**src/rtl/exc_ctrl_unit.sv**
```systemverilog
// exc_ctrl_unit: commit-stage exception and interrupt controller for the MIPS32 pipeline.
// Synchronises hw interrupt lines, prioritises interrupts against the committing
// instruction's faults and issues a one-cycle flush/redirect pulse with CP0 strobes.
// Optional feature: define TIMER_IRQ_EN to build the Count/Compare timer interrupt.
module exc_ctrl_unit #(
  parameter int              XLEN        = 32,
  parameter int              NUM_HW_IRQ  = 6,
  parameter int              NUM_SW_IRQ  = 2,
  parameter int              SYNC_STAGES = 2,
  parameter logic [XLEN-1:0] EXC_VECTOR  = 32'hBFC0_0380
) (
  input  logic                           clk,
  input  logic                           rst,
  input  logic [NUM_HW_IRQ-1:0]          hw_irq,
  input  logic [NUM_SW_IRQ-1:0]          sw_irq,
  input  logic [NUM_HW_IRQ+NUM_SW_IRQ-1:0] status_im,
  input  logic                           status_ie,
  input  logic                           status_exl,
  input  logic                           m_valid,
  input  logic                           m_is_ds,
  input  logic                           m_eret,
  input  logic [XLEN-1:0]                m_pc,
  input  logic [XLEN-1:0]                m_epc,
  input  logic [XLEN-1:0]                m_bad_addr,
  input  logic                           m_pc_misaligned,
  input  logic                           m_reserved,
  input  logic                           m_overflow,
  input  logic                           m_syscall,
  input  logic                           m_break,
  input  logic                           m_mem_addr_err,
  input  logic                           m_mem_write,
  input  logic                           stall,
  input  logic                           compare_we,
  input  logic                           count_we,
  input  logic [XLEN-1:0]                compare_wdata,
  input  logic [XLEN-1:0]                count_wdata,
  output logic                           exc_req,
  output logic                           flush,
  output logic [XLEN-1:0]                exc_target,
  output logic                           cp0_we_epc,
  output logic                           cp0_we_badvaddr,
  output logic                           cp0_we_cause,
  output logic                           cp0_set_exl,
  output logic                           cp0_clr_exl,
  output logic                           cp0_bd,
  output logic [XLEN-1:0]                cp0_epc,
  output logic [XLEN-1:0]                cp0_badvaddr,
  output logic [4:0]                     cp0_exccode,
  output logic [NUM_HW_IRQ+NUM_SW_IRQ-1:0] irq_pending,
  output logic [XLEN-1:0]                count_q
);

  localparam logic [4:0] EXC_INT  = 5'd0;
  localparam logic [4:0] EXC_ADEL = 5'd4;
  localparam logic [4:0] EXC_ADES = 5'd5;
  localparam logic [4:0] EXC_SYS  = 5'd8;
  localparam logic [4:0] EXC_BP   = 5'd9;
  localparam logic [4:0] EXC_RI   = 5'd10;
  localparam logic [4:0] EXC_OV   = 5'd12;

  typedef enum logic {IDLE, COMMIT} state_t;

  state_t                 state_q, state_d;
  logic [NUM_HW_IRQ-1:0]  sync_q [SYNC_STAGES];
  logic [NUM_HW_IRQ-1:0]  hw_view;
  logic                   timer_pend;

  logic                   irq_take, eret_bad, fault_any, evt, capture;
  logic                   is_exc, badv_we_d;
  logic [4:0]             exccode_d;
  logic [XLEN-1:0]        badv_d, epc_d, epc_norm;

  logic                   vld_p1, we_epc_p1, we_bad_p1, we_cause_p1;
  logic                   set_exl_p1, clr_exl_p1, bd_p1;
  logic [XLEN-1:0]        target_p1, epc_p1, badv_p1;
  logic [4:0]             code_p1;

  // hw_irq synchroniser chain; the last stage is the visible Cause.IP hw view
  always_ff @(posedge clk) begin
    if (rst) begin
      for (int i = 0; i < SYNC_STAGES; i++) sync_q[i] <= '0;
    end else begin
      sync_q[0] <= hw_irq;
      for (int i = 1; i < SYNC_STAGES; i++) sync_q[i] <= sync_q[i-1];
    end
  end

`ifdef TIMER_IRQ_EN
  logic [XLEN-1:0] count_r, compare_r;
  logic            tick_r;

  // Count advances on every second cycle; a Compare write always clears the pending flag
  always_ff @(posedge clk) begin
    if (rst) begin
      count_r    <= '0;
      compare_r  <= '0;
      tick_r     <= 1'b0;
      timer_pend <= 1'b0;
    end else begin
      tick_r <= ~tick_r;
      if (count_we)    count_r <= count_wdata;
      else if (tick_r) count_r <= count_r + 1'b1;
      if (compare_we)  compare_r <= compare_wdata;
      if (compare_we)                 timer_pend <= 1'b0;
      else if (count_r == compare_r)  timer_pend <= 1'b1;
    end
  end

  assign count_q = count_r;
`else
  logic unused_timer;
  assign unused_timer = ^{compare_we, count_we, compare_wdata, count_wdata};
  assign timer_pend   = 1'b0;
  assign count_q      = '0;
`endif

  // The timer interrupt shares the topmost hw line
  assign hw_view     = sync_q[SYNC_STAGES-1] | {timer_pend, {(NUM_HW_IRQ-1){1'b0}}};
  assign irq_pending = {hw_view, sw_irq};

  // Event detection and priority decode of the committing instruction
  always_comb begin
    irq_take  = (|(irq_pending & status_im)) & status_ie & ~status_exl;
    eret_bad  = m_eret & (m_epc[1:0] != 2'b00);
    fault_any = m_pc_misaligned | eret_bad | m_reserved | m_overflow |
                m_syscall | m_break | m_mem_addr_err;
    evt       = m_valid & (irq_take | fault_any | m_eret);
    epc_norm  = m_is_ds ? (m_pc - XLEN'(4)) : m_pc;

    is_exc    = 1'b1;
    exccode_d = EXC_INT;
    badv_we_d = 1'b0;
    badv_d    = '0;
    epc_d     = epc_norm;
    if (irq_take) begin
      exccode_d = EXC_INT;
    end else if (m_pc_misaligned) begin
      exccode_d = EXC_ADEL;
      badv_we_d = 1'b1;
      badv_d    = m_pc;
    end else if (eret_bad) begin
      exccode_d = EXC_ADEL;
      badv_we_d = 1'b1;
      badv_d    = m_epc;
      epc_d     = m_epc;
    end else if (m_reserved) begin
      exccode_d = EXC_RI;
    end else if (m_overflow) begin
      exccode_d = EXC_OV;
    end else if (m_syscall) begin
      exccode_d = EXC_SYS;
    end else if (m_break) begin
      exccode_d = EXC_BP;
    end else if (m_mem_addr_err) begin
      exccode_d = m_mem_write ? EXC_ADES : EXC_ADEL;
      badv_we_d = 1'b1;
      badv_d    = m_bad_addr;
    end else begin
      is_exc    = 1'b0;
      epc_d     = '0;
    end
  end

  // FSM state register
  always_ff @(posedge clk) begin
    if (rst) state_q <= IDLE;
    else     state_q <= state_d;
  end

  // FSM next state; COMMIT blocks capture while the instruction is flushed
  always_comb begin
    state_d = state_q;
    capture = 1'b0;
    case (state_q)
      IDLE: begin
        if (m_valid && !stall && evt) begin
          capture = 1'b1;
          state_d = COMMIT;
        end
      end
      COMMIT:  state_d = IDLE;
      default: state_d = IDLE;
    endcase
  end

  // ---- stage p1: registered redirect pulse and CP0 strobes ----
  // Load on capture, otherwise clear so every strobe lasts exactly one cycle
  always_ff @(posedge clk) begin
    if (rst || !capture) begin
      vld_p1      <= 1'b0;
      target_p1   <= '0;
      we_epc_p1   <= 1'b0;
      we_bad_p1   <= 1'b0;
      we_cause_p1 <= 1'b0;
      set_exl_p1  <= 1'b0;
      clr_exl_p1  <= 1'b0;
      bd_p1       <= 1'b0;
      epc_p1      <= '0;
      badv_p1     <= '0;
      code_p1     <= '0;
    end else begin
      vld_p1      <= 1'b1;
      target_p1   <= is_exc ? EXC_VECTOR : m_epc;
      we_epc_p1   <= is_exc & ~status_exl;
      we_bad_p1   <= badv_we_d;
      we_cause_p1 <= is_exc;
      set_exl_p1  <= is_exc;
      clr_exl_p1  <= ~is_exc;
      bd_p1       <= is_exc & m_is_ds;
      epc_p1      <= epc_d;
      badv_p1     <= badv_d;
      code_p1     <= is_exc ? exccode_d : 5'd0;
    end
  end

  assign exc_req         = vld_p1;
  assign flush           = vld_p1;
  assign exc_target      = target_p1;
  assign cp0_we_epc      = we_epc_p1;
  assign cp0_we_badvaddr = we_bad_p1;
  assign cp0_we_cause    = we_cause_p1;
  assign cp0_set_exl     = set_exl_p1;
  assign cp0_clr_exl     = clr_exl_p1;
  assign cp0_bd          = bd_p1;
  assign cp0_epc         = epc_p1;
  assign cp0_badvaddr    = badv_p1;
  assign cp0_exccode     = code_p1;

endmodule

```
**config.mk**
```make
export PLATFORM = sky130hd
export DESIGN_NAME = exc_ctrl_unit
export DESIGN_NICKNAME = d
export VERILOG_FILES = /design/src/rtl/exc_ctrl_unit.sv
export SDC_FILE = /design/constraint.sdc
export NUM_CORES = 1
export LEC_CHECK = 0
export ABC_AREA = 1
export ABC_CLOCK_PERIOD_IN_PS = 1830
export BUFFER_PORTS_ARGS = -buffer_cell sky130_fd_sc_hd__buf_2
export CORE_MARGIN = 8
export CORE_UTILIZATION = 35
export CTS_CLUSTER_SIZE = 16
export DETAILED_ROUTE_END_ITERATION = 8
export GPL_TIMING_DRIVEN = 0
export PLACE_DENSITY = 0.67
export SYNTH_ARGS = -nofsm -noshare
export SYNTH_HDL_FRONTEND = slang
export SYNTH_SLANG_ARGS = --single-unit
```
**constraint.sdc**
```tcl
create_clock -name clk -period 1.83 [get_ports clk]
set_input_delay 0.366 -clock clk [delete_from_list [all_inputs] [get_ports clk]]
set_output_delay 0.366 -clock clk [all_outputs]
set_load 0.02 [all_outputs]
```
### Word-level counts from Yosys, hierarchy flattened

Memory sizes are Yosys's and may differ from the RTL's.
Index checks and enable logic that the tools add are counted.

| word-level totals | value |
|---|---|
| flip-flop bits (word level) | 108 |
| bits in writable memories | 12 |
| bits of input ports | 193 |
| output and inout bits | 149 |
| logic and storage cells | 99 |
| memories kept | 1 |

| cells by class | value |
|---|---|
| add/subtract/negate cells | 1 |
| multiplexer cells | 48 |
| bitwise operators | 21 |
| reduce and logical (&&, ||, !) cells | 13 |

Memories:

| name | words | bits a word | rd ports | clocked after Yosys merged registers in | wr ports | RTL line | source |
|---|---|---|---|---|---|---|---|
| sync_q | 2 | 6 | 2 | 0 | 2 | 64 | `logic [NUM_HW_IRQ-1:0] sync_q [SYNC_STAGES];` |

Operators with widths:

| kind | number |
|---|---|
| $mux 32 | 17 |
| $sub 32x3->32 const B | 1 |
| $mux 1 | 21 |
| $mux 4 | 4 |
| $reduce_or 8->1 | 2 |
| $mux 6 | 2 |
| $or 1x1->1 | 10 |
| $reduce_or 10->1 | 1 |
| $mux 3 | 3 |
| $and 8x8->8 | 1 |
| $and 1x1->1 | 6 |
| $reduce_or 5->1 | 1 |
| $not 1->1 | 4 |
| $reduce_or 2->1 | 2 |
| $reduce_or 3->1 | 1 |
| $logic_and 1x1->1 | 2 |
| $logic_not 1->1 | 2 |
| $pmux 1 s2 | 1 |
| $reduce_bool 2->1 | 1 |
| $logic_or 1x1->1 | 1 |

### Depth between registers and ports, before layout

Gate-level depths: netlist (run 1).

| depth | value |
|---|---|
| depth in word-level cells | 17 |
| depth in mapped cells | 12 |
| gate-level depth less buffers | 12 |

### Worst setup path after synthesis (run 1)

OpenSTA, ideal clock, no wires.

| path | value |
|---|---|
| path kind | input to register |
| start | input port m_pc[2] |
| end | register epc_p1[26] (netlist: cp0_epc[26]) |
| library setup time | 120 ps |
| data arrival time | 1,396 ps |
| data required time | 1,710 ps |
| setup slack | 314 ps |
| stages | 11 |
| buffers on the path | 0 |
| cell sequence | inv_1 ha_1 nand2_1 nor2_1 nand2_1 nor2_1 nand2_1 nor2_1 nand3_1 nand3_1 a21oi_1 |

| on the way | value |
|---|---|
| word-level cells in the longest chain between the ends | 10 |

RTL lines:

| what | RTL line | source |
|---|---|---|
| start: declaration | 22 | `input logic [XLEN-1:0] m_pc,` |
| $sub 32x3->32 * | 128 | `epc_norm = m_is_ds ? (m_pc - XLEN'(4)) : m_pc;` |
| $mux 32 * | 128 |  |
| $mux 32 | 154 | `end else if (m_mem_addr_err) begin` |
| $mux 32 | 152 | `end else if (m_break) begin` |
| $mux 32 | 150 | `end else if (m_syscall) begin` |
| $mux 32 | 148 | `end else if (m_overflow) begin` |
| $mux 32 | 146 | `end else if (m_reserved) begin` |
| $mux 32 | 141 | `end else if (eret_bad) begin` |
| $mux 32 | 137 | `end else if (m_pc_misaligned) begin` |
| $mux 32 * | 135 | `if (irq_take) begin` |
| end signal: assignment | 210 | `epc_p1 <= epc_d;` |
| end: declaration | 75 | `logic [XLEN-1:0] target_p1, epc_p1, badv_p1;` |

Mark *: on every way between the ends. The rest lies on a longest branch, timed or not.
A chain may end at the register's enable or synchronous reset.

==> impl.org, run 1 <==
** Synthesis
- Number of unique standard cell types used by synthesis :: 40
- Yosys warns :: 0
- Cell count after synthesis :: 806
- Averaged over all synthesized cells, the footprint is 7.21 um^2.
- Async S/R FF share, synth :: 0%
- Counting flops and latches in the post-synthesis netlist gives 119.
- Counting flops with a built-in enable in the synthesized netlist gives 0.
- Most area-consuming cells after synthesis :: dfxtp_1 (41%), nor2_1 (8.8%), nand2_1 (8.3%)
- Most instantiated flip-flop cell in the synthesis netlist :: dfxtp_1
- Summing every instance area after synthesis gives 5810 um^2.
- Sequential cells were found to cover 41.0% of the synthesized design area.
- Post-synthesis cell type with the largest combined area :: dfxtp_1
- In this run the biggest area consumer among cell types represents 41.0% of the synthesized area.

** Die
- Row count :: 47
- The die is 145 um tall.
- Number of top-level pins :: 342
- Initial core utilization :: 35.4%
- The die is 145 um wide.
- After floorplanning, the core was sized to cover 16400 um^2.
- Area of the die :: 21000 um^2

** Min path
- Counting instances, the worst hold path has a depth of 2.
- Min-Delay Endpoint :: cp0_we_epc$_SDFF_PP0_
- Worst hold-check path type :: in2reg
- Startpoint of the lowest-slack hold path :: status_exl

** Clocking
- The tree built by TritonCTS fans out to 119 sinks.
- Post-CTS setup repair buffer count :: 0
- Counting the buffers created by CTS gives 17.
- After clock tree synthesis, the clock-pin slew on the worst setup and hold paths is 0.05 ns.
- CTS placed an instance of clkbuf_16 at the clock tree root.
- TritonCTS built the clock tree.
- In this run the number of H-tree levels came out at 4.
- The clock reaches the later pin of the worst-skew pair after 0.41 ns.
- No sink is reached through more buffers than the 2 on the longest clock path.

** Place
- Area post-placement :: 7420 um^2
- In this run, placement finished with an instance count of 1301.
- Port buffering added 241 buffers.
- The HPWL after detailed placement is 17200 um.
- Prior to clock tree synthesis, the placed netlist has a worst setup slack of -0.256 ns.
- At the end of routability-driven placement, the weighted congestion stood at 0.898.

** Route
- The detailed router used layers up to and including met5.
- The pre-antenna-repair detailed-routing pass consisted of 5 iterations.
- Total via count in the routed design :: 6036
- Metal1 wirelength :: 8800 um
- In the routed layout, each cell is associated on average with a via count of 4.53.
- After the first detailed-routing iteration, the DRC count stood at 390.
- Summed over all nets, wire length on met2 after detailed routing comes to 10400 um.
- Remaining antenna violation count after routing :: 0
- DR DRC count :: 0
- After detailed routing, the average wire length per cell comes to 16.2 um.
- Detailed routing placed a total of 2140 um of wire on met3.
- The final layout contains routed wiring with a total length of 21600 um.

** Timing
- Setup repair after global routing left no endpoint under its margin.
- The number of slew-limit violations in the final report is 0.
- Final setup fails :: 0
- Counting I/O delays and the setup requirement, the final critical path takes 1.71 ns.
- Hold timing on the final database bottoms out at a slack of 0.116 ns.
- Timing would allow up to 585 MHz.
- For the pin with the worst max-slew slack, the measured transition is 0.720 ns.
- The clock arrives with 0.00354 ns of skew.
- The worst pin sits at a relative slew slack of 52.0%.
- Worst setup slack after layout :: 0.121 ns
- Final cycle utilization of the critical path :: 93.4%
- The number of failing hold endpoints at the final stage was 0.

** Setup path
- In this design, the largest share of critical-path delay is due to simple AND/OR/NAND/NOR gates.
- Traced cell by cell, the critical path runs through nand2_1 > nand4_1 > o21ai_2 > buf_6 > nand3_4 > buf_2 > nand3_1 > a21oi_1.
- Required time at the endpoint of the critical path :: 2.12 ns
- Number of buffer and inverter stages on the critical path :: 2
- Worst reg2reg endpoint :: cp0_epc[15]$_SDFF_PP0_
- Slack of the worst reg-to-reg path :: 0.12 ns
- The worst setup path is captured at a register.
- Critical-path maximum fanout :: 10
- For this design, the slowest cell found on the critical path is dfxtp_1.
- Path type of the worst setup path :: reg2reg
- The worst register-to-register path begins at sync_q[0][9]$_SDFF_PP0_.
- R2R depth :: 8
- Startpoint type of the worst setup path :: register
- Worst stage delay on the critical path :: 0.31 ns
- Data arrives at the worst endpoint at 2.00 ns.

** Power and ir drop
- Sequential cells account for 37.5% of the total power.
- Switching fraction of total power :: 25.9%
- Share of power burned in combinational logic :: 14.0%
- PwrDens :: 888 nW/um^2
- The internal power of the cells totals 5.29 mW.
- Standby leakage power :: 4.25 nW
- The worst-case IR drop observed on VDD is 0.000607 V.
- In this run, the clock network consumes 48.5% of the power.
- Switch Pwr :: 1.85 mW

** Global route
- The via count of the first global-routing pass came to 6106.
- Gr usage total :: 20.3%
- The total overflow left after global routing is 0.
- The first global-routing pass estimated 32100 um of wire.
- Largest net degree at the start of global routing :: 17
- Initial antenna violation count :: 3

** Layout
- Share of layout cells above drive strength 1 :: 34.6%
- In the final design database the tool counted 1294 nets.
- Final Instance Area :: 8040 um^2
- The area growth from synthesis to layout is 38.4%.
- Leaving out fill and tap cells, the most frequent cell in the layout is buf_2.
- Filler-free cell count of the finished design :: 1333
- Commonest cells after routing, fill and taps aside :: buf_2 (260), nor2_1 (136), nand2_1 (128)

** Run
- Count of max-cap constraint violations :: 0

** Run status
- Status :: finished clean
-- kinds of logic (layout without fill, tap and decap cells) --
group           after synthesis  count (layout)  synth area share, %
flops                       119             119                 41.0
simple gates                391             391                 32.3
buf+inv                     168             440                 15.0
other cells                   1              36               0.0646
xor+xnor                      3               3                0.452
compound gates              123             123                 10.9
fa+ha+maj                     1               1                0.215
-- flip-flops by register name, indices dropped and copies added, names as in the netlist --
| signal | count |
|---|---|
| cp0_exccode | 4 |
| cp0_badvaddr | 32 |
| cp0_we_epc | 1 |
| cp0_we_badvaddr | 1 |
| cp0_epc | 32 |
| cp0_clr_exl | 1 |
| exc_target | 32 |
| sync_q | 12 |
| state_q | 1 |
| exc_req | 1 |
| cp0_bd | 1 |
| cp0_set_exl | 1 |
-- how the worst max path moves through the flow --
stage	startpoint	end	slack [ns]	cells after the start
floorplan	m_pc[2]	cp0_epc[26]$_SDFF_PP0_	0.31	11
global placement	m_pc[2]	cp0_epc[26]$_SDFF_PP0_	-0.27	12
detailed placement	m_pc[2]	cp0_epc[26]$_SDFF_PP0_	-0.26	12
CTS	sync_q[0][9]$_SDFF_PP0_	cp0_badvaddr[11]$_SDFF_PP0_	0.09	7
global route	sync_q[0][8]$_SDFF_PP0_	cp0_epc[13]$_SDFF_PP0_	0.01	8
finish	sync_q[0][9]$_SDFF_PP0_	cp0_epc[15]$_SDFF_PP0_	0.12	8
-- power groups by stage --
| stage | combinational, mW | sequential [mW] | clock [mW] |
|---|---|---|---|
| floorplan | 0.539 | 2.80 | 0 |
| global placement | 0.981 | 2.73 | 0 |
| detailed placement | 0.990 | 2.73 | 0 |
| CTS | 0.998 | 2.68 | 3.51 |
| global route | 1.10 | 2.68 | 3.64 |
| finish | 1.00 | 2.68 | 3.46 |
-- synthesized netlist by cell type, types with 2 or more instances --
| cell | n |
|---|---|
| inv_1 | 86 |
| nor3_1 | 3 |
| nand2_2 | 2 |
| nand2_1 | 128 |
| xor2_1 | 3 |
| inv_2 | 5 |
| buf_4 | 43 |
| buf_1 | 2 |
| nor2_2 | 9 |
| dfxtp_1 | 119 |
| nand4_1 | 12 |
| nand3_1 | 68 |
| a21oi_1 | 77 |
| nor3_4 | 2 |
| nor2_8 | 2 |
| o21ai_1 | 9 |
| nor4_1 | 2 |
| buf_6 | 4 |
| nor2_4 | 14 |
| nand3_2 | 4 |
| buf_2 | 20 |
| nand3_4 | 2 |
| nor2_1 | 136 |
| clkbuf_1 | 5 |
| nand2_4 | 2 |
| o21ai_0 | 33 |
-- layer usage --
layer | global-route usage, % | vias to the layer above
met5 | 0 | -
li1 | - | 3073
met2 | 35.0 | 249
met1 | 23.0 | 2683
met3 | 7.12 | 25
met4 | 5.97 | 6
-- timing repair --
| item | in CTS | in global routing |
|---|---|---|
| gates resized for setup | 2 | 0 |
| hold buffers | 0 | 0 |
| endpoints found under the hold margin | 0 | 0 |
| endpoints found under the setup margin | 20 | 0 |
-- through the flow --
stage	util, %	setup TNS (ns)	total power [mW]
detailed placement	45.2	-5.63	3.72
floorplan	-	0	3.34
CTS	49.0	0	7.18
global placement	45.2	-3.99	3.71
finish	49.0	0	7.14
global route	49.0	0	7.42
-- worst reg2reg max path: cells and delay by family, from the launching register on --
family	cells	cell delay, ns
AO/OA/AOI/OAI	2	0.33
AND/OR/NAND/NOR	4	0.49
flip-flops	1	0.31
buffers and inverters	2	0.46
-- cell type report --
type,count,area (um^2)
inverters,93,357
clock inverters,8,120
multi-input cells,553,2690
diodes,1,2.50
repair buffers,241,1210
fillers,1679,8370
well taps,220,275
clock buffers,23,488
plain buffers,75,517
flip-flops and latches,119,2380
(Power assumes the default switching activity.)
==> inputs of run 2 (changes only) <==
Settings changed: REMOVE_ABC_BUFFERS set to 1.
==> run 2 against run 1 <==
- clock-buffer cell count decreased by 4
- routed wire length decreased by 1.6%
- combinational power shrank 6%
- cell count fell by 4.2%
- die area unchanged
- clock skew rose by 0.0031 ns
- core utilization fell by 1.2 points
- critical path depth up 1
- largest power group unchanged
- global-route usage fell by 1.1 points
- worst setup slack worse by 0.056 ns
- sequential power barely moved
- fmax decreased by 3.2%
==> impl.org, run 2 (same netlist as run 1, synthesis figures left out) <==
** Run status
- Status :: finished clean

** Power and ir drop
- The internal power of the cells totals 5.19 mW.
- PwrDens :: 913 nW/um^2
- In this run, the combinational gates consume 13.2% of the power.
- Switch Pwr :: 1.96 mW
- Standby leakage power :: 4.02 nW
- Switching fraction of total power :: 27.4%
- Across the VDD grid, the largest voltage drop is 0.000631 V.
- The design draws 7.16 mW.
- The share of total power dissipated in sequential elements is 37.4%.
- Clock network fraction of total power :: 49.4%

** Timing
- Final hold vios :: 0
- Shortest clock period the worst path allows after layout :: 1.77 ns
- Worst setup slack after layout :: 0.0649 ns
- Final setup fails :: 0
- For the final database, setup skew stands at 0.00663 ns.
- Dividing the final minimum period by the clock period gives 96.5%.
- Summed over all failing endpoints, the final setup total negative slack is 0 ns.
- On the final layout, the worst hold slack is 0.110 ns.
- Setup repair after global routing left no endpoint under its margin.
- Static timing analysis puts the maximum clock frequency at 567 MHz.
- The number of slew-limit violations in the final report was 0.

** Setup path
- Kind of cell adding the most delay to the critical path :: simple AND/OR/NAND/NOR gates
- Critical Path, Cell by Cell :: nand2_1 > nand4_1 > o21ai_4 > clkbuf_16 > nand3_4 > nand2_8 > nor2_8 > inv_12 > nor2_1
- The most critical setup path has its endpoint at exc_target[30]$_SDFF_PP0_.
- R2R depth :: 9
- STA puts the critical path data required time at 2.14 ns.
- Slack of the worst reg-to-reg path :: 0.06 ns
- Worst setup startpoint :: sync_q[0][10]$_SDFF_PP0_
- The worst setup path is captured at a register.
- Crit path depth :: 9
- Worst reg2reg endpoint :: exc_target[30]$_SDFF_PP0_
- Path type of the worst setup path :: reg2reg
- Critical path's slowest cell :: dfxtp_1
- Worst stage delay on the critical path :: 0.31 ns
- Of all nets on the critical path, the largest fanout is 18.
- Number of buffer and inverter stages on the critical path :: 2
- The startpoint identified for the worst register-to-register timing path is sync_q[0][10]$_SDFF_PP0_.
- Startpoint type of the worst setup path :: register
- At the worst endpoint, the arrival time is 2.07 ns.

** Route
- The count of nets left with antenna violations once routing finished came out at 0.
- Before antenna repair, the detailed router went through 5 iterations.
- 1st-iter DRT viols :: 351
- Final wirelength :: 21300 um
- After detailed routing, the average wire length per cell comes to 16.7 um.
- In the routed design, unresolved DRC markers number 0.
- Total via count in the routed design :: 5920
- In the routed layout, each cell is associated on average with a via count of 4.64.

** Global route
- The layer flagged by global routing as most heavily used is met2.
- The via count of the first global-routing pass was 5742.
- The initial antenna violation count was 0.
- First-pass GRT wire length :: 30400 um
- Entering global routing, the biggest net connects 59 pins.
- Gr usage total :: 19.2%
- Global routing consumed, on the met2 layer, 32.9% of the routing resources.
- Met3 layer usage reported by global route :: 5.12%
- Met1 usage :: 22.2%
- Global routing finished with a remaining overflow of 0.

** Clocking
- Register clock-pin slew on the reported worst setup and hold paths :: 0.06 ns
- The clock reaches the later pin of the worst-skew pair after 0.42 ns.
- No sink is reached through more buffers than the 2 on the longest clock path.
- CTS tree :: built
- Total clock sinks :: 119
- Number of buffers inserted during clock tree synthesis :: 17
- Clock Tree Root :: clkbuf_16
- CTS built an H-tree with a depth of 4.

** Place
- During placement, the flow inserted port buffers numbering 242.
- Routability cong. :: 0.839
- Instance count after placement with tap cells included :: 1229
- Area post-placement :: 6960 um^2
- OpenSTA, run right after detailed placement, puts the worst setup slack at -0.879 ns.
- Detailed placement HPWL :: 14700 um

** Min path
- Worst hold-check path type :: in2reg

** Layout
- After filler insertion, the fill cell instance count of the layout stands at 1659.
- Leaving out fill and tap cells, the most frequent cell in the layout is buf_2.
- Measured on the finished design, the core utilization comes to 47.8%.
- Compared with the post-synthesis result, the final layout area differs by 35.0%.
- The repair_antennas step left the layout with diodes totalling 0.
- The count of cells in the finished layout, fillers not included, comes to 1277.
- Share of layout cells above drive strength 1 :: 32.3%
- Commonest cells after routing, fill and taps aside :: buf_2 (241), nor2_1 (135), nand2_1 (128)
- In the final design database the tool counted 1238 nets.
- After routing the design area is 7840 um^2.

** Die
- The floorplan step set the die height to 145 um.
- The die covers 21000 um^2.
- Initial core utilization :: 35.4%
- From left edge to right edge, the die measures 145 um.
- Pin placement for this block handled 342 I/O pins.
- Floorplan core area :: 16400 um^2
- The floorplan has 47 rows.

** Run
- Max-cap violations in this run came to 0.
## run 2: cell type report
| class | count | area (um^2) | area share [%] |
|---|---|---|---|
| inverters | 93 | 367 | 4.68 |
| repair buffers | 255 | 1380 | 17.6 |
| well taps | 220 | 275 | 3.51 |
| clock inverters | 13 | 171 | 2.19 |
| clock buffers | 19 | 453 | 5.78 |
| flip-flops and latches | 119 | 2380 | 30.4 |
| multi-input cells | 558 | 2810 | 35.8 |
## run 2: power groups by stage
stage / logic, mW / registers, mW / clock network [mW]
after floorplan: 0.421 / 2.81 / 0
after global placement: 0.862 / 2.73 / 0
after detailed placement: 0.885 / 2.73 / 0
after CTS: 0.907 / 2.68 / 3.59
after global routing: 1.04 / 2.68 / 3.72
final: 0.942 / 2.68 / 3.54
## run 2: how the worst min path moves through the flow
stage	from	to	cells after the start
global placement	sync_q[0][4]$_SDFF_PP0_	sync_q[0][10]$_SDFF_PP0_	2
finish	status_exl	cp0_we_epc$_SDFF_PP0_	2
CTS	status_exl	cp0_we_epc$_SDFF_PP0_	2
floorplan	sync_q[0][4]$_SDFF_PP0_	sync_q[0][10]$_SDFF_PP0_	2
detailed placement	sync_q[0][0]$_SDFF_PP0_	sync_q[0][6]$_SDFF_PP0_	2
global route	status_exl	cp0_we_epc$_SDFF_PP0_	2
## run 2: repair_timing
action / in CTS / in global routing
gates resized for setup: 9 / 5
gates cloned: 2 / 4
hold buffers: 0 / 0
buffers inserted: 1 / 9
endpoints found under the setup margin: 105 / 80
endpoints found under the hold margin: 0 / 0
pin swaps: 2 / 8
## run 2: per-layer routing
metal,routed length [um],vias up
li1,-,2976
met1,8610,2663
met2,10500,250
met3,1790,31
met4,409,0
met5,0,-
==> inputs of run 3 (changes only) <==
--- a/config.mk
+++ b/config.mk
@@ -8,8 +8,8 @@
 export ABC_AREA = 1
 export ABC_CLOCK_PERIOD_IN_PS = 1830
-export BUFFER_PORTS_ARGS = -buffer_cell sky130_fd_sc_hd__buf_2
+export BUFFER_PORTS_ARGS = -buffer_cell sky130_fd_sc_hd__clkbuf_2
 export CORE_MARGIN = 8
 export CORE_UTILIZATION = 35
-export CTS_CLUSTER_SIZE = 16
+export CTS_CLUSTER_SIZE = 25
 export DETAILED_ROUTE_END_ITERATION = 8
 export GPL_TIMING_DRIVEN = 0
==> constraint.sdc (replaced) <==
create_clock -name clk -period 1.83 [get_ports clk]
set_input_delay 0.366 -clock clk [delete_from_list [all_inputs] [get_ports clk]]
set_output_delay 0.366 -clock clk [all_outputs]
set_load 0.005 [all_outputs]
==> run 3 against run 2 <==
- core utilization down 0.59 points
- sequential power about the same
- critical path depth down 2
- hold slack better by 0.015 ns
- global-route usage down 0.12 points
- worst setup slack better by 0.024 ns
- non-clock buffer count up 1
- largest cell class unchanged
==> impl.org, run 3 (same netlist as run 1, synthesis figures left out) <==
** Clocking
- The longest clock path from root to sink contains 2 buffers.
- In this run the clock root is driven by a clkbuf_16.
- Clock latency on the worst-skew pair, taken at its later pin, is 0.41 ns.
- Register clock-pin slew on the reported worst setup and hold paths :: 0.06 ns
- Maximum level of the CTS H-tree :: 4
- TritonCTS built the clock tree.
- Total clock sinks :: 119
- Clock tree synthesis inserted a total of 17 buffers.
- For this design, the CTS-stage hold fixing added 0 buffers.

** Power and ir drop
- Standby leakage power :: 3.93 nW
- For this design the ratio of total power to cell area is 861 nW/um^2.
- Largest vdd supply drop :: 0.000606 V
- Post-layout total power :: 6.66 mW

** Layout
- Leaving out fill and tap cells, the most frequent cells in the layout are clkbuf_2 (241), nor2_1 (133), nand2_1 (128).
- Net count of the finished layout :: 1238
- Post-layout utilization of the core :: 47.2%
- The layout has 1688 filler cells.
- Most common cell after layout, fill and taps aside :: clkbuf_2
- Share of layout cells above drive strength 1 :: 32.1%
- The number of antenna diodes in the final layout is 0.
- After the flow finishes, the layout carries non-filler instances totaling 1277.
- Layout overhead on the synthesized area :: 33.3%

** Setup path
- Number of buffer and inverter stages on the critical path :: 1
- Critical-path maximum fanout :: 21
- Among all stages on the critical path, the largest delay is contributed by nand2_4.
- Required time at the endpoint of the critical path :: 2.11 ns
- In this design, the largest share of critical-path delay is due to simple AND/OR/NAND/NOR gates.
- Startpoint type of the worst setup path :: register
- Traced cell by cell, the critical path runs through nand2_1 > nand4_1 > o21ai_4 > clkbuf_16 > nand3_4 > nand2_4 > a21oi_1.
- The setup path with the least slack is of type reg2reg.
- For the worst setup path, the data arrival time is 2.02 ns.
- Worst stage delay on the critical path :: 0.37 ns
- The worst setup path is captured at a register.

** Timing
- Worst clock skew on the final layout :: 0.00839 ns
- The worst path uses 95.1% of the clock period.
- The number of failing hold endpoints at the final stage is 0.
- The worst pin sits at a relative slew slack of 52.7%.
- Setup repair after global routing could not meet its margin everywhere.
- Total count of max-transition violations in the final report :: 0
- For the final routed database, the setup TNS stands at 0 ns.
- Final setup fails :: 0
- The smallest clock period supported by the final layout is computed as 1.74 ns.
- At the pin with the least slew margin, the transition time is 0.707 ns.
- Top achievable clock speed :: 574 MHz

** Die
- Initial core utilization :: 35.4%
- In this run the core area contains 47 standard-cell rows.
- Number of top-level pins :: 342
- The floorplan step set the die height to 145 um.
- Width of the die :: 145 um
- The die covers 21000 um^2.
- Floorplan core area :: 16400 um^2

** Route
- Remaining antenna violation count after routing :: 0
- DR DRC count :: 0
- After detailed routing, the total wire length is 21000 um.
- For this block, the via count after detailed routing is 5841.
- In the final routed layout, each cell accounts on average for 16.5 um.
- Using the TritonRoute via totals, the vias-per-cell ratio works out to 4.57.
- The pre-antenna-repair detailed-routing pass consisted of 5 iterations.
- After the first detailed-routing iteration, the DRC count stood at 263.

** Global route
- Largest net degree at the start of global routing :: 46
- Gr usage total :: 19.1%
- Overflow after GRT :: 0
- Initial antenna violation count :: 0
- The via count of the first global-routing pass came to 5622.
- The first global-routing pass estimated 30300 um of wire.

** Place
- Routability cong. :: 0.845
- Detailed placement HPWL :: 14900 um
- Instance count after placement with tap cells included :: 1229
- The count of buffers added on input and output ports is 242.

** Run status
- Status :: finished clean

** Min path
- The min-delay analysis places its worst path in the category in2reg.

** Run
- Count of max-cap constraint violations :: 0
## run 3: worst paths after layout
check                                         startpoint                      end  slack, ns  cells after the start
worst max-delay path            sync_q[0][10]$_SDFF_PP0_   cp0_epc[16]$_SDFF_PP0_       0.09                      7
worst min-delay path                          status_exl    cp0_we_epc$_SDFF_PP0_       0.12                      2
worst max register to register  sync_q[0][10]$_SDFF_PP0_   cp0_epc[16]$_SDFF_PP0_       0.09                      7
worst min register to register   sync_q[0][2]$_SDFF_PP0_  sync_q[0][8]$_SDFF_PP0_       0.40                      2
## run 3: metal layers
| metal | part of all wire [%] | vias to the layer above | track usage (%) |
|---|---|---|---|
| li1 | - | 2974 | - |
| met1 | 41 | 2622 | 22.1 |
| met2 | 49 | 223 | 33.0 |
| met3 | 8.0 | 22 | 5.48 |
| met4 | 1.9 | 0 | 6.52 |
| met5 | 0 | - | 0 |
## run 3: worst register-to-register path: cells and delay by family, from the launching register on
| kind | cells | cell delay (ns) |
|---|---|---|
| buffers and inverters | 1 | 0.21 |
| and+or+nand+nor | 4 | 0.79 |
| DFF | 1 | 0.32 |
| AOI/OAI and AO/OA | 2 | 0.30 |
## run 3: cell type report
class / instances / area [um^2] / share of cell area (%)
Multi-Input combinational cell: 557 / 2790 / 36.0
Inverter: 93 / 379 / 4.90
Clock buffer: 24 / 482 / 6.22
Clock inverter: 8 / 72.6 / 0.937
Sequential cell: 119 / 2380 / 30.8
Timing Repair Buffer: 256 / 1370 / 17.6
Tap cell: 220 / 275 / 3.56
## run 3: report_power, final
| group | switching (mW) | internal (mW) | leakage, nW |
|---|---|---|---|
| registers | 0.0200 | 2.66 | 0.968 |
| logic | 0.511 | 0.304 | 2.69 |
| clock network | 1.20 | 1.97 | 0.266 |
## run 3: stage by stage
step                hold WS [ns]  cell area (um^2)  setup slack [ns]
floorplan                  0.388              5420            -0.713
global placement           0.391              6910             -2.53
detailed placement         0.395              6960             -1.02
CTS                        0.109              7600           -0.0422
global route               0.120              7740           -0.0151
finish                     0.125              7740            0.0888
## run 3: what timing repair did
item | in CTS | in global routing
hold endpoints to repair | 0 | 0
gates resized for setup | 11 | 9
setup endpoints to repair | 105 | 83
cloned | 2 | 3
buffers inserted | 1 | 10
pin swaps | 3 | 9
